$ cat config.mk
export PLATFORM = sky130hd
export DESIGN_NAME = me_search_controller
export DESIGN_NICKNAME = d
export VERILOG_FILES = /design/src/rtl/me_search_controller.sv
export SDC_FILE = /design/constraint.sdc
export NUM_CORES = 1
export LEC_CHECK = 0
export CAP_MARGIN = 40
export CORE_MARGIN = 2
export CORE_UTILIZATION = 57
export CTS_CLUSTER_SIZE = 25
export DETAILED_ROUTE_END_ITERATION = 8
export PLACE_DENSITY_LB_ADDON = 0.2
export SLEW_MARGIN = 20
export SYNTH_ARGS = -nofsm -noshare
export SYNTH_HDL_FRONTEND = slang
export SYNTH_SLANG_ARGS = --single-unit
export TNS_END_PERCENT = 20
$ cat constraint.sdc
create_clock -name clock -period 14.8 [get_ports clock]
set_input_delay 1.48 -clock clock [delete_from_list [all_inputs] [get_ports clock]]
set_output_delay 1.48 -clock clock [all_outputs]
set_load 0.02 [all_outputs]
$ cat src/rtl/me_search_controller.sv
`default_nettype none
// ============================================================================
//  Module      : me_search_controller
//  Description : Full-search block-matching sequencer. Walks 16 candidate
//                rows: clears the 16-PE SAD array, streams the 16x16
//                reference block and two search-window columns into the PEs,
//                then scans the 16 PE results and keeps the best candidate.
//                All outputs are registered.
//  Revision    : 1.0 - initial release
// ============================================================================
module me_search_controller #(
    parameter int SAD_W = 16
) (
    input  logic             clock,
    input  logic             reset,
    input  logic             start,
    input  logic [SAD_W-1:0] sad_in,
    output logic [7:0]       AddressR,
    output logic [9:0]       AddressS1,
    output logic [9:0]       AddressS2,
    output logic             pe_clear,
    output logic             pe_valid,
    output logic [3:0]       pe_sel,
    output logic             busy,
    output logic             done,
    output logic [3:0]       motionx,
    output logic [3:0]       motiony,
    output logic [SAD_W-1:0] best_sad
);

    // Search window is 31 pixels wide; port 2 reads 15 columns to the right.
    localparam logic [9:0] c_WIN_W   = 10'd31;
    localparam logic [9:0] c_S2_OFFS = 10'd15;

    typedef enum logic [2:0] {
        S_IDLE    = 3'd0,
        S_CLEAR   = 3'd1,
        S_ACCUM   = 3'd2,
        S_COMPARE = 3'd3,
        S_DONE    = 3'd4
    } state_t;

    state_t           r_state;
    logic [3:0]       r_y;          // candidate row
    logic [7:0]       r_c;          // pixel counter, {j, i}
    logic [3:0]       r_k;          // compare counter / PE index
    logic [7:0]       r_addr_r;
    logic [9:0]       r_addr_s1;
    logic [9:0]       r_addr_s2;
    logic             r_pe_clear;
    logic             r_pe_valid;
    logic [3:0]       r_pe_sel;
    logic             r_busy;
    logic             r_done;
    logic [3:0]       r_motionx;
    logic [3:0]       r_motiony;
    logic [SAD_W-1:0] r_best_sad;

    // Addresses are registered, so they are computed for the pixel index
    // that the next ACCUM cycle will present (c=0 when leaving CLEAR).
    logic [7:0] w_c_nxt;
    logic [9:0] w_row_nxt;
    logic [9:0] w_s1_nxt;
    logic [9:0] w_s2_nxt;
    logic       w_better;

    // Next-pixel address arithmetic and strict-less comparison.
    always_comb begin
        w_c_nxt   = (r_state == S_CLEAR) ? 8'd0 : (r_c + 8'd1);
        w_row_nxt = {6'd0, r_y} + {6'd0, w_c_nxt[7:4]};
        w_s1_nxt  = (w_row_nxt * c_WIN_W) + {6'd0, w_c_nxt[3:0]};
        w_s2_nxt  = w_s1_nxt + c_S2_OFFS;
        w_better  = (sad_in < r_best_sad);
    end

    // Sequencing FSM with its registered outputs and the best-candidate tracker.
    always_ff @(posedge clock) begin
        if (reset) begin
            r_state    <= S_IDLE;
            r_y        <= 4'd0;
            r_c        <= 8'd0;
            r_k        <= 4'd0;
            r_addr_r   <= 8'd0;
            r_addr_s1  <= 10'd0;
            r_addr_s2  <= 10'd0;
            r_pe_clear <= 1'b0;
            r_pe_valid <= 1'b0;
            r_pe_sel   <= 4'd0;
            r_busy     <= 1'b0;
            r_done     <= 1'b0;
            r_motionx  <= 4'd0;
            r_motiony  <= 4'd0;
            r_best_sad <= {SAD_W{1'b1}};
        end else begin
            case (r_state)
                S_IDLE: begin
                    r_done <= 1'b0;
                    if (start) begin
                        // A new search discards the previous result so an
                        // all-saturated window reports candidate (0,0).
                        r_y        <= 4'd0;
                        r_best_sad <= {SAD_W{1'b1}};
                        r_motionx  <= 4'd0;
                        r_motiony  <= 4'd0;
                        r_pe_clear <= 1'b1;
                        r_busy     <= 1'b1;
                        r_state    <= S_CLEAR;
                    end
                end

                S_CLEAR: begin
                    r_pe_clear <= 1'b0;
                    r_c        <= 8'd0;
                    r_pe_valid <= 1'b1;
                    r_addr_r   <= w_c_nxt;
                    r_addr_s1  <= w_s1_nxt;
                    r_addr_s2  <= w_s2_nxt;
                    r_state    <= S_ACCUM;
                end

                S_ACCUM: begin
                    if (r_c == 8'd255) begin
                        r_k        <= 4'd0;
                        r_pe_valid <= 1'b0;
                        r_addr_r   <= 8'd0;
                        r_addr_s1  <= 10'd0;
                        r_addr_s2  <= 10'd0;
                        r_pe_sel   <= 4'd0;
                        r_state    <= S_COMPARE;
                    end else begin
                        r_c       <= w_c_nxt;
                        r_addr_r  <= w_c_nxt;
                        r_addr_s1 <= w_s1_nxt;
                        r_addr_s2 <= w_s2_nxt;
                    end
                end

                S_COMPARE: begin
                    // Strict less-than: ties keep the earlier candidate.
                    if (w_better) begin
                        r_best_sad <= sad_in;
                        r_motionx  <= r_k;
                        r_motiony  <= r_y;
                    end
                    if (r_k == 4'd15) begin
                        r_pe_sel <= 4'd0;
                        if (r_y == 4'd15) begin
                            r_busy  <= 1'b0;
                            r_done  <= 1'b1;
                            r_state <= S_DONE;
                        end else begin
                            r_y        <= r_y + 4'd1;
                            r_pe_clear <= 1'b1;
                            r_state    <= S_CLEAR;
                        end
                    end else begin
                        r_k      <= r_k + 4'd1;
                        r_pe_sel <= r_k + 4'd1;
                    end
                end

                S_DONE: begin
                    r_done  <= 1'b0;
                    r_state <= S_IDLE;
                end

                default: begin
                    r_state    <= S_IDLE;
                    r_pe_clear <= 1'b0;
                    r_pe_valid <= 1'b0;
                    r_busy     <= 1'b0;
                    r_done     <= 1'b0;
                end
            endcase
        end
    end

    assign AddressR  = r_addr_r;
    assign AddressS1 = r_addr_s1;
    assign AddressS2 = r_addr_s2;
    assign pe_clear  = r_pe_clear;
    assign pe_valid  = r_pe_valid;
    assign pe_sel    = r_pe_sel;
    assign busy      = r_busy;
    assign done      = r_done;
    assign motionx   = r_motionx;
    assign motiony   = r_motiony;
    assign best_sad  = r_best_sad;

endmodule
`default_nettype wire
==> results of run 1 <==
## sequential cells by signal (all words and copies together) (netlist names)
signal / count
best_sad: 16
r_c: 8
done: 1
AddressS1: 10
r_state: 3
pe_clear: 1
AddressS2: 10
motionx: 4
pe_valid: 1
r_k: 4
busy: 1
r_y: 4
AddressR: 8
pe_sel: 4
motiony: 4
## Yosys cell counts (all sizes together), types with 4 or more instances
master,count
a21o,13
xor2,16
o22a,16
dfxtp,79
a22oi,17
o21ai,13
nor3,10
o22ai,10
clkbuf,10
nand2b,4
nor2,61
xnor2,11
nor2b,6
a21oi,38
nand3,13
inv,50
and3,6
a211oi,4
ha,46
buf,11
fa,9
nand2,30
## where the power goes
| part | switching, W | internal, W |
|---|---|---|
| clock | 0.0000855 | 0.0000789 |
| sequential | 0.00000650 | 0.000220 |
| combinational | 0.0000486 | 0.0000342 |
| total | 0.000141 | 0.000333 |
## worst reg2reg max path, cell delays in order (launching register included)
cell,delay [ns]
dfxtp_1,0.53
nand2b_1,0.12
nor2_1,0.64
nor2_1,0.16
ha_1,0.25
fa_1,0.40
xor2_1,0.42
fa_1,0.53
fa_1,0.50
inv_1,0.05
fa_1,0.53
inv_1,0.04
ha_1,0.34
a21oi_1,0.19
a21oi_1,0.12
nor4b_1,0.55
nand3_1,0.19
and4_1,0.24
a311o_1,0.30
## cells by family (layout without fill, tap and decap cells)
family | after synthesis | count (layout) | synth area share (%)
and+or+nand+nor | 153 | 153 | 16.2
AOI/OAI and AO/OA | 128 | 128 | 19.5
DFF | 79 | 79 | 35.4
buffers and inverters | 71 | 148 | 6.56
adders and majority gates | 55 | 55 | 16.9
xor gates and xnor gates | 27 | 27 | 5.30
## per-layer routing
layer	track usage, %	part of all wire [%]	vias to the layer above
met5	0	0	-
met4	10.3	1.9	0
met3	4.72	4.3	17
met2	41.1	48	82
met1	31.0	45	1828
li1	-	-	1925
## stage by stage
step | utilization (%) | hold WS (ns) | setup WS [ns] | std cells
final | 71.8 | 0.458 | 8.58 | 692
after detailed placement | 69.2 | 0.448 | 8.65 | 675
after CTS | 71.8 | 0.460 | 8.62 | 691
after global routing | 71.8 | 0.479 | 8.19 | 692
after floorplan | - | 0.449 | 9.43 | 513
after global placement | 69.0 | 0.439 | 8.95 | 674
## layout make-up
cell class / count / area [um2]
inverters: 50 / 188
well taps: 102 / 128
clock inverters: 6 / 67.6
clock buffers: 10 / 128
multi-input cells: 363 / 2590
flip-flops and latches: 79 / 1580
fillers: 611 / 2150
repair buffers: 82 / 815
## final timing paths
check,to,slack (ns),cells past startpoint,from
hold reg to reg,AddressR[1],0.46,2,AddressR[1]
setup reg to reg,AddressS2[8],8.58,18,r_state[0]
setup / recovery,AddressS2[8],8.58,18,r_state[0]
hold / removal,AddressR[1],0.46,2,AddressR[1]
==> results by group, run 1 <==
STA
  – Relative slew slack: 45.5%
  – Period utilization: a little over two fifths
  – Final min period: 6.22 ns
  – Peak Freq: 161 MHz
  – Worst Clk Skew: about 0.012 ns
  – Setup_tns: 0 ns
  – Final Max Tran Viols: 0
  – Setup Viol. Count Final: 0
  – Least-Margin Pin Slew: just over 0.8 ns
  – RSZ-0062 raised after global routing: no
  – Final hold vios: 0

Global route
  – Tot GR Track Use: between 20% and 30%
  – Vias in the first global route: 3,724
  – Overflow after GRT: 0
  – First-pass GRT wire length: ~17 mm
  – Largest net degree at the start of global routing: 39
  – Initial antenna violation count: 0

Synth
  – Mapped Cells: 513
  – Area contributors post-synth: dfxtp_1 35%, ha_1 13%, nor2_1 5.1%
  – Main flop type after synthesis: dfxtp_1
  – Mapped cell area: approximately 4500 um2
  – Post-synth EDFFs: 0
  – Leading area contributor after synthesis: dfxtp_1
  – Post-synthesis sequential area ratio: 35.4%
  – Syn. warnings: 0
  – Share of the synthesized area in the top cell type: between 30% and 40%
  – Fraction of registers with async set or reset after synthesis: 0%
  – Synth Net Count: 587
  – Post-synthesis cell type count: slightly above 50
  – Syn_area_per_cell: 8.70 um2
  – Seq cells post-synth: 79

Clocking
  – CTS buffer count: 9
  – Resize count post-CTS: 0
  – CTS Buffer Depth: 2
  – Clk slew on worst S/H paths: approximately 0.09 ns
  – CTS tree: built
  – Setup Buffers After CTS: 0
  – Hold Buf Count CTS: 0
  – H-tree levels: 3
  – CTS root buffer: clkbuf_8
  – Clk sinks: 79
  – Skew-Pair Late Insertion Delay: 0.37 ns

Finish
  – Commonest non-fill, non-tap cells in the layout: 79 x dfxtp_1, 77 x clkdlybuf4s50_1, 61 x nor2_1
  – Final nets: between 600 and 700
  – Most common cell after layout, fill and taps aside: dfxtp_1
  – Final instance area: approximately 5500 um2
  – ANT cells: 0
  – Area grow syn2layout: 23.1%
  – Layout cells sized above 1: under 10%

Setup path
  – Most frequent cell on the critical path: fa_1
  – CP max FO: 15
  – Critical path required time: 15.05 ns
  – WS Path Type: register to register
  – CP top delay family: adder cells
  – Crit path cell chain: nand2b_1, nor2_1, nor2_1, ha_1, fa_1, xor2_1, fa_1, fa_1, inv_1, fa_1, inv_1, ha_1, a21oi_1, a21oi_1, nor4b_1, nand3_1, and4_1, a311o_1
  – CP Capture Type: register
  – Worst path bufs/invs: 2
  – Critical Path Max Stage Delay: ~0.64 ns
  – Critical path arrival: between 6 and 7 ns
  – CP Launch Type: register
  – Slowest-stage cell, CP: nor2_1

Route
  – Vias per cell: 5.57
  – Routed wire length: between 10 and 15 mm
  – Via Count: between 3,000 and 4,000
  – # DRC: 0
  – Starting DRT DRC Count: 196
  – Routed WL per cell: ~14 um
  – Antenna-violating nets left: 0
  – First-pass iteration count of the detailed router: 4

Flow run
  – Max-Cap Viols: 0

Power
  – Peak supply drop: around 0.053 mV
  – LEAKAGE: about 2.5 nW
  – Power Dens Cells: ~86 nW/um2
  – Total power: 0.000474 W

Placement
  – Buffers on Ports: 78
  – Post-Place Cell Area: 5300 um2
  – DP HPWL: roughly 7.4 mm
  – Routability congestion estimate: about 0.9

Run status
  – Run status: finished clean

Die
  – Die area: about 8600 um2
  – Core area: 7650 um2
  – Site Rows: 32
  – IO Pins: 79
  – Die H: around 92 um
  – Starting Density: 58.3%
  – Die W: a little over 90 um

Min path
  – HP Class: register to register
Note: power is estimated with default switching activity, not from simulation.
==> run 2: changes to the inputs <==
- CORE_UTILIZATION: 57 -> 53
- clock period: 14.8 -> 6.23 ns (I/O delays scaled with it)
==> run 2 against run 1 <==
  * Sequential share of layout area down 0.25 points
  * Clock skew down 0.0011 ns
  * Non-clock buffer count up 1
  * Sequential power up 140%
  * Highest routed layer unchanged
==> results by group, run 2 (synthesis results as in run 1) <==
Run status
  – Run status: finished clean

Route
  – Antenna-violating nets left: 0 (unchanged)
  – Via Count: 3,816 (-0.93%)
  – Routed wire length: 9.92 mm (-0.90%)
  – Vias per cell: 5.48 (-1.5%)
  – # DRC: 0 (unchanged)
  – Starting DRT DRC Count: 156 (-20%)
  – Routed WL per cell: 14.3 um (-1.5%)
  – First-pass iteration count of the detailed router: 4 (unchanged)

STA
  – RSZ-0062 raised after global routing: no
  – Setup Viol. Count Final: 0 (unchanged)
  – Final min period: 5.84 ns (-0.381 ns)
  – Final hold vios: 0 (unchanged)
  – Relative slew slack: 51.5% (+6.0 points)
  – Peak Freq: 171 MHz (+6.5%)
  – Setup_tns: 0 ns (unchanged)
  – Worst Clk Skew: 0.0108 ns (-0.00111 ns)
  – Final Max Tran Viols: 0 (unchanged)
  – WHS: 0.459 ns (+0.000549 ns)
  – Least-Margin Pin Slew: 0.709 ns (-0.105 ns)
  – Period utilization: 93.7% (+52 points)

Setup path
  – Reg2Reg Depth: 19 (+1)
  – Critical path required time: 6.48 ns (-8.57 ns)
  – Slowest-stage cell, CP: fa_1
  – WS Path Type: register to register
  – Worst path bufs/invs: 2 (unchanged)
  – Crit path from: r_c[0]
  – CP top delay family: adder cells
  – FF-to-FF Start: r_c[0]
  – R2R Setup Slk: 0.39 ns (-8.19 ns)
  – CP Capture Type: register
  – Critical Path Max Stage Delay: 0.54 ns (-0.10 ns)
  – RR Endpoint: AddressS2[8]
  – CP max FO: 5 (-10)
  – Crit path cell chain: ha_1, and3_1, xnor2_1, nor2_1, ha_1, fa_1, xor2_1, fa_1, fa_1, inv_1, fa_1, inv_1, ha_1, a21oi_1, a21oi_1, nor4b_1, nand3_1, and4_1, a311o_1
  – CP Launch Type: register
  – Most frequent cell on the critical path: fa_1
  – Critical path arrival: 6.09 ns (-0.38 ns)

Clocking
  – Skew-Pair Late Insertion Delay: 0.36 ns (about the same)
  – Hold Buf Count CTS: 0 (unchanged)
  – Clk slew on worst S/H paths: 0.08 ns (about the same)
  – CTS tree: built
  – CTS Buffer Depth: 2 (unchanged)
  – CTS buffer count: 9 (unchanged)
  – Resize count post-CTS: 0 (unchanged)
  – CTS root buffer: clkbuf_8
  – Clk sinks: 79 (unchanged)
  – Setup Buffers After CTS: 0 (unchanged)
  – H-tree levels: 3 (unchanged)

Global route
  – Largest net degree at the start of global routing: 57 (+46%)
  – First-pass GRT wire length: 16.9 mm (-0.32%)
  – Overflow after GRT: 0 (unchanged)
  – Initial antenna violation count: 0 (unchanged)
  – Vias in the first global route: 3,657 (-1.8%)
  – Tot GR Track Use: 23.4% (-1.2 points)

Power
  – P_int: 0.000842 W (+150%)
  – Power Dens Cells: 211 nW/um2 (+140%)
  – Net switching power: 0.000327 W (+130%)
  – Peak supply drop: 0.140 mV (+170%)
  – Switching share of total power: 28.0% (-1.7 points)
  – LEAKAGE: 2.49 nW (+1.3%)
  – Total power: 0.00117 W (+150%)
  – Clock power frac: 37.3% (+2.6 points)
  – Flop pwr share: 46.0% (-1.8 points)
  – Combinational Power Share: 16.7% (-0.8 points)

Finish
  – Filler instances: 687 (+12%)
  – Finished Layout Cells: 696 (+0.58%)
  – Final core occ: 67.8% (-4.1 points)
  – Area grow syn2layout: 24.2%
  – Max FFs per register: 16 (unchanged)
  – Commonest non-fill, non-tap cells in the layout: 79 x dfxtp_1, 77 x clkdlybuf4s50_1, 61 x nor2_1
  – Layout cells sized above 1: 5.41% (+0.67 points)
  – Most common cell after layout, fill and taps aside: dfxtp_1
  – Final nets: 660 (+0.15%)
  – ANT cells: 0 (unchanged)

Die
  – Die H: 95.8 um (+3.5%)
  – Starting Density: 54.6% (-3.8 points)
  – Site Rows: 33 (+3.1%)
  – IO Pins: 79 (unchanged)
  – Die area: 9170 um2 (+7.2%)
  – Die W: 95.8 um (+3.5%)
  – Core area: 8180 um2 (+6.9%)

Min path
  – HP Class: register to register
  – Hold Path End: AddressR[6]
  – Hold path cells: 2 (unchanged)
  – Hold Startpoint: AddressR[6]

Placement
  – DP HPWL: 7.44 mm (+0.27%)
  – Buffers on Ports: 78 (unchanged)
  – Cells after DPL: 680 (+0.74%)
  – Routability congestion estimate: 0.833 (-5.7%)

Flow run
  – Max-Cap Viols: 0 (unchanged)
[run 2: worst max-delay path by stage]
stage	end	slack (ns)	depth (start not counted)
2_1_floorplan	AddressS2[8]	0.86	19
3_3_place_gp	AddressS2[8]	0.68	19
3_5_place_dp	AddressS2[8]	0.44	19
4_1_cts	AddressS2[8]	0.41	19
5_1_grt	AddressS2[8]	0.01	19
6_report	AddressS2[8]	0.39	19
[run 2: final cells by class]
cell class                 count  area [um2]  share of cell area, %
tap                          105         131                   2.37
sequential                    79        1580                   28.5
clock inverter                 6        91.3                   1.65
multi-input combinational    363        2590                   46.8
inverter                      50         188                   3.39
timing repair buffer          83         821                   14.8
clock buffer                  10         138                   2.48
[run 2: per-layer routing]
metal	global-route usage, %	share of wire, %	vias to the layer above
met3	5.79	3.9	8
met1	30.8	47	1809
met4	5.95	0.94	0
met2	38.5	48	66
li1	-	-	1933
met5	0	0	-
[run 2: per-stage QoR]
step	area [um2]	worst slack (ns)
3_5_place_dp	5310	0.444
5_1_grt	5540	0.0126
4_1_cts	5540	0.410
6_report	5540	0.390
2_1_floorplan	4460	0.857
3_3_place_gp	5300	0.679
[run 2: power groups by stage]
stage	Sequential [W]	Combinational [W]	Clock [W]
after floorplan	0.000561	0.000115	0
after global placement	0.000548	0.000191	0
after detailed placement	0.000549	0.000194	0
after CTS	0.000538	0.000196	0.000445
after global routing	0.000540	0.000217	0.000465
final	0.000537	0.000195	0.000437
[run 2: worst reg2reg max path, stage by stage, from the launching register on]
cell	delay (ns)
dfxtp_1	0.39
ha_1	0.22
and3_1	0.29
xnor2_1	0.15
nor2_1	0.08
ha_1	0.22
fa_1	0.40
xor2_1	0.39
fa_1	0.54
fa_1	0.50
inv_1	0.06
fa_1	0.54
inv_1	0.04
ha_1	0.35
a21oi_1	0.20
a21oi_1	0.13
nor4b_1	0.54
nand3_1	0.17
and4_1	0.22
a311o_1	0.31
==> run 3: changes to the inputs <==
- CORE_UTILIZATION: 53 -> 48
- CTS_CLUSTER_DIAMETER: unset -> 150
- GPL_ROUTABILITY_DRIVEN: unset -> 0
- clock period: 6.23 -> 5.3 ns (I/O delays scaled with it)
==> run 3 against run 2 <==
  * Count of clock-buffer cells in the layout rose by 1
  * Utilization fell by 3.2 points
  * Clock skew fell by 0.0020 ns
  * Setup slack got worse by 0.19 ns
  * Via count rose by 4.1%
  * Critical path depth did not move
  * Non-clock buffer count rose by 24
  * Combinational power rose by 26%
  * Register-to-register slack got worse by 0.19 ns
  * First-iteration DRC count fell by 19%
  * Sequential power rose by 17%
  * Power rose by 16%
  * Critical path type unchanged
  * Critical endpoint unchanged
  * Largest power group unchanged
==> results by group, run 3 (synthesis results as in run 1) <==
Run status
  – Run status: finished clean

STA
  – Final hold vios: 0 (unchanged)
  – Relative slew slack: 39.1% (-12 points)
  – Setup Viol. Count Final: 0 (unchanged)
  – Least-Margin Pin Slew: 0.891 ns (+0.181 ns)
  – Setup_tns: 0 ns (unchanged)
  – Period utilization: 96.1% (+2.4 points)
  – Peak Freq: 196 MHz (+15%)
  – Final Max Tran Viols: 0 (unchanged)
  – Final min period: 5.10 ns (-0.744 ns)
  – Worst Clk Skew: 0.00877 ns (-0.00201 ns)

Route
  – Vias per cell: 5.47 (-0.24%)
  – First-pass iteration count of the detailed router: 4 (unchanged)
  – Routed WL per cell: 14.6 um (+2.3%)
  – Starting DRT DRC Count: 126 (-19%)
  – Via Count: 3,971 (+4.1%)
  – # DRC: 0 (unchanged)
  – Antenna-violating nets left: 0 (unchanged)
  – Routed wire length: 10.6 mm (+6.7%)

Die
  – Die H: 100 um (+4.9%)
  – Die W: 100 um (+4.9%)
  – Core area: 9110 um2 (+11%)
  – Die area: 10,100 um2 (+10%)
  – IO Pins: 79 (unchanged)
  – Starting Density: 49.0% (-5.6 points)
  – Site Rows: 35 (+6.1%)

Flow run
  – Max-Cap Viols: 0 (unchanged)

Setup path
  – Slowest-stage cell, CP: fa_1
  – Critical path arrival: 5.34 ns (-0.75 ns)
  – Most frequent cell on the critical path: fa_1
  – CP max FO: 5 (unchanged)
  – Critical path required time: 5.55 ns (-0.93 ns)
  – Crit path cell chain: ha_2, and3_4, xnor2_1, nor2_1, ha_2, fa_2, xor2_4, fa_1, fa_1, inv_1, fa_1, inv_1, ha_4, and3_1, a221oi_2, xnor2_1, nand3_1, and4_1, a311o_1
  – CP Capture Type: register
  – Critical Path Max Stage Delay: 0.53 ns (about the same)
  – WS Path Type: register to register
  – CP Launch Type: register

Finish
  – Filler instances: 746 (+8.6%)
  – Max FFs per register: 16 (unchanged)
  – Layout cells sized above 1: 13.0% (+7.6 points)
  – Final nets: 684 (+3.6%)
  – ANT cells: 0 (unchanged)
  – Area grow syn2layout: 31.9%
  – Commonest non-fill, non-tap cells in the layout: 77 x dfxtp_1, 77 x clkdlybuf4s50_1, 59 x nor2_1
  – Final instance area: 5890 um2 (+6.2%)

Placement
  – Buffers on Ports: 78 (unchanged)
  – DP HPWL: 7.58 mm (+1.9%)
  – Post-Place Cell Area: 5450 um2 (+2.7%)

Global route
  – First-pass GRT wire length: 17.6 mm (+4.0%)
  – Tot GR Track Use: 21.5% (-1.9 points)
  – Initial antenna violation count: 0 (unchanged)
  – Overflow after GRT: 0 (unchanged)
  – Largest net degree at the start of global routing: 43 (-25%)
  – Vias in the first global route: 3,857 (+5.5%)

Clocking
  – CTS tree: built
  – Clk slew on worst S/H paths: 0.09 ns (about the same)
  – CTS root buffer: clkbuf_8
  – Clk sinks: 79 (unchanged)
  – CTS Buffer Depth: 2 (unchanged)
  – Skew-Pair Late Insertion Delay: 0.36 ns (about the same)
  – CTS buffer count: 9 (unchanged)
  – H-tree levels: 3 (unchanged)

Power
  – Power Dens Cells: 230 nW/um2 (+9.1%)
  – LEAKAGE: 2.61 nW (+4.5%)
  – Peak supply drop: 0.149 mV (+6.3%)

Min path
  – HP Class: register to register
## run 3: cell types whose count changed in the layout (fill, tap and decap cells not counted), moves of 3 or more
cell and delta:
ha_1 -6, buf_4 +24, xor2_1 -3, ha_4 +4
## run 3: stage by stage
| stage | power, W | worst slack, ns | utilization, % | cells | hold WS [ns] |
|---|---|---|---|---|---|
| 3_3_place_gp | 0.000876 | 0.0804 | 59.7 | 700 | 0.441 |
| 6_report | 0.00136 | 0.204 | 64.6 | 726 | 0.455 |
| 2_1_floorplan | 0.000796 | 0.0328 | - | 513 | 0.449 |
| 4_1_cts | 0.00136 | -0.0402 | 62.7 | 720 | 0.459 |
| 5_1_grt | 0.00142 | -0.0112 | 64.6 | 726 | 0.477 |
| 3_5_place_dp | 0.000882 | -0.0747 | 59.9 | 701 | 0.446 |
## run 3: metal layers
layer	part of all wire (%)	global-route usage, %
met5	0	0
met4	1.8	7.90
met3	4.4	4.25
met2	50	36.8
met1	44	26.7
## run 3: worst paths after layout
check / from / endpoint / slack, ns / cells past startpoint
hold reg to reg: pe_sel[3] / pe_sel[3] / 0.46 / 2
hold / removal: pe_sel[3] / pe_sel[3] / 0.46 / 2
setup reg to reg: r_c[0] / AddressS2[8] / 0.20 / 19
setup / recovery: r_c[0] / AddressS2[8] / 0.20 / 19
## run 3: final cells by class
class,instances,area [um2],area share (%)
Multi-Input combinational cell,363,2760,46.8
Tap cell,111,139,2.36
Timing Repair Buffer,107,1010,17.1
Clock inverter,5,62.6,1.06
Clock buffer,11,151,2.57
Sequential cell,79,1580,26.9
Inverter,50,188,3.19
## run 3: what timing repair did
item,CTS,global route
resized for setup,4,23
setup buffers,3,6
cloned,0,0
pin swaps,6,13
hold buffers,0,0
setup endpoints to repair,3,8
## run 3: critical path, delay by kind of cell, from the launching register on
| kind | cells | cell delay, ns |
|---|---|---|
| adder cells (fa/ha/maj) | 7 | 2.58 |
| AND/OR/NAND/NOR | 5 | 0.75 |
| AO/OA/AOI/OAI | 2 | 0.61 |
| XOR/XNOR | 3 | 0.58 |
| flip-flops | 1 | 0.34 |
| buffers and inverters | 2 | 0.12 |
## run 3: report_power, final
group	internal [W]	switching (W)
registers	0.000614	0.0000139
logic	0.000103	0.000143
clock network	0.000247	0.000235
total	0.000964	0.000392
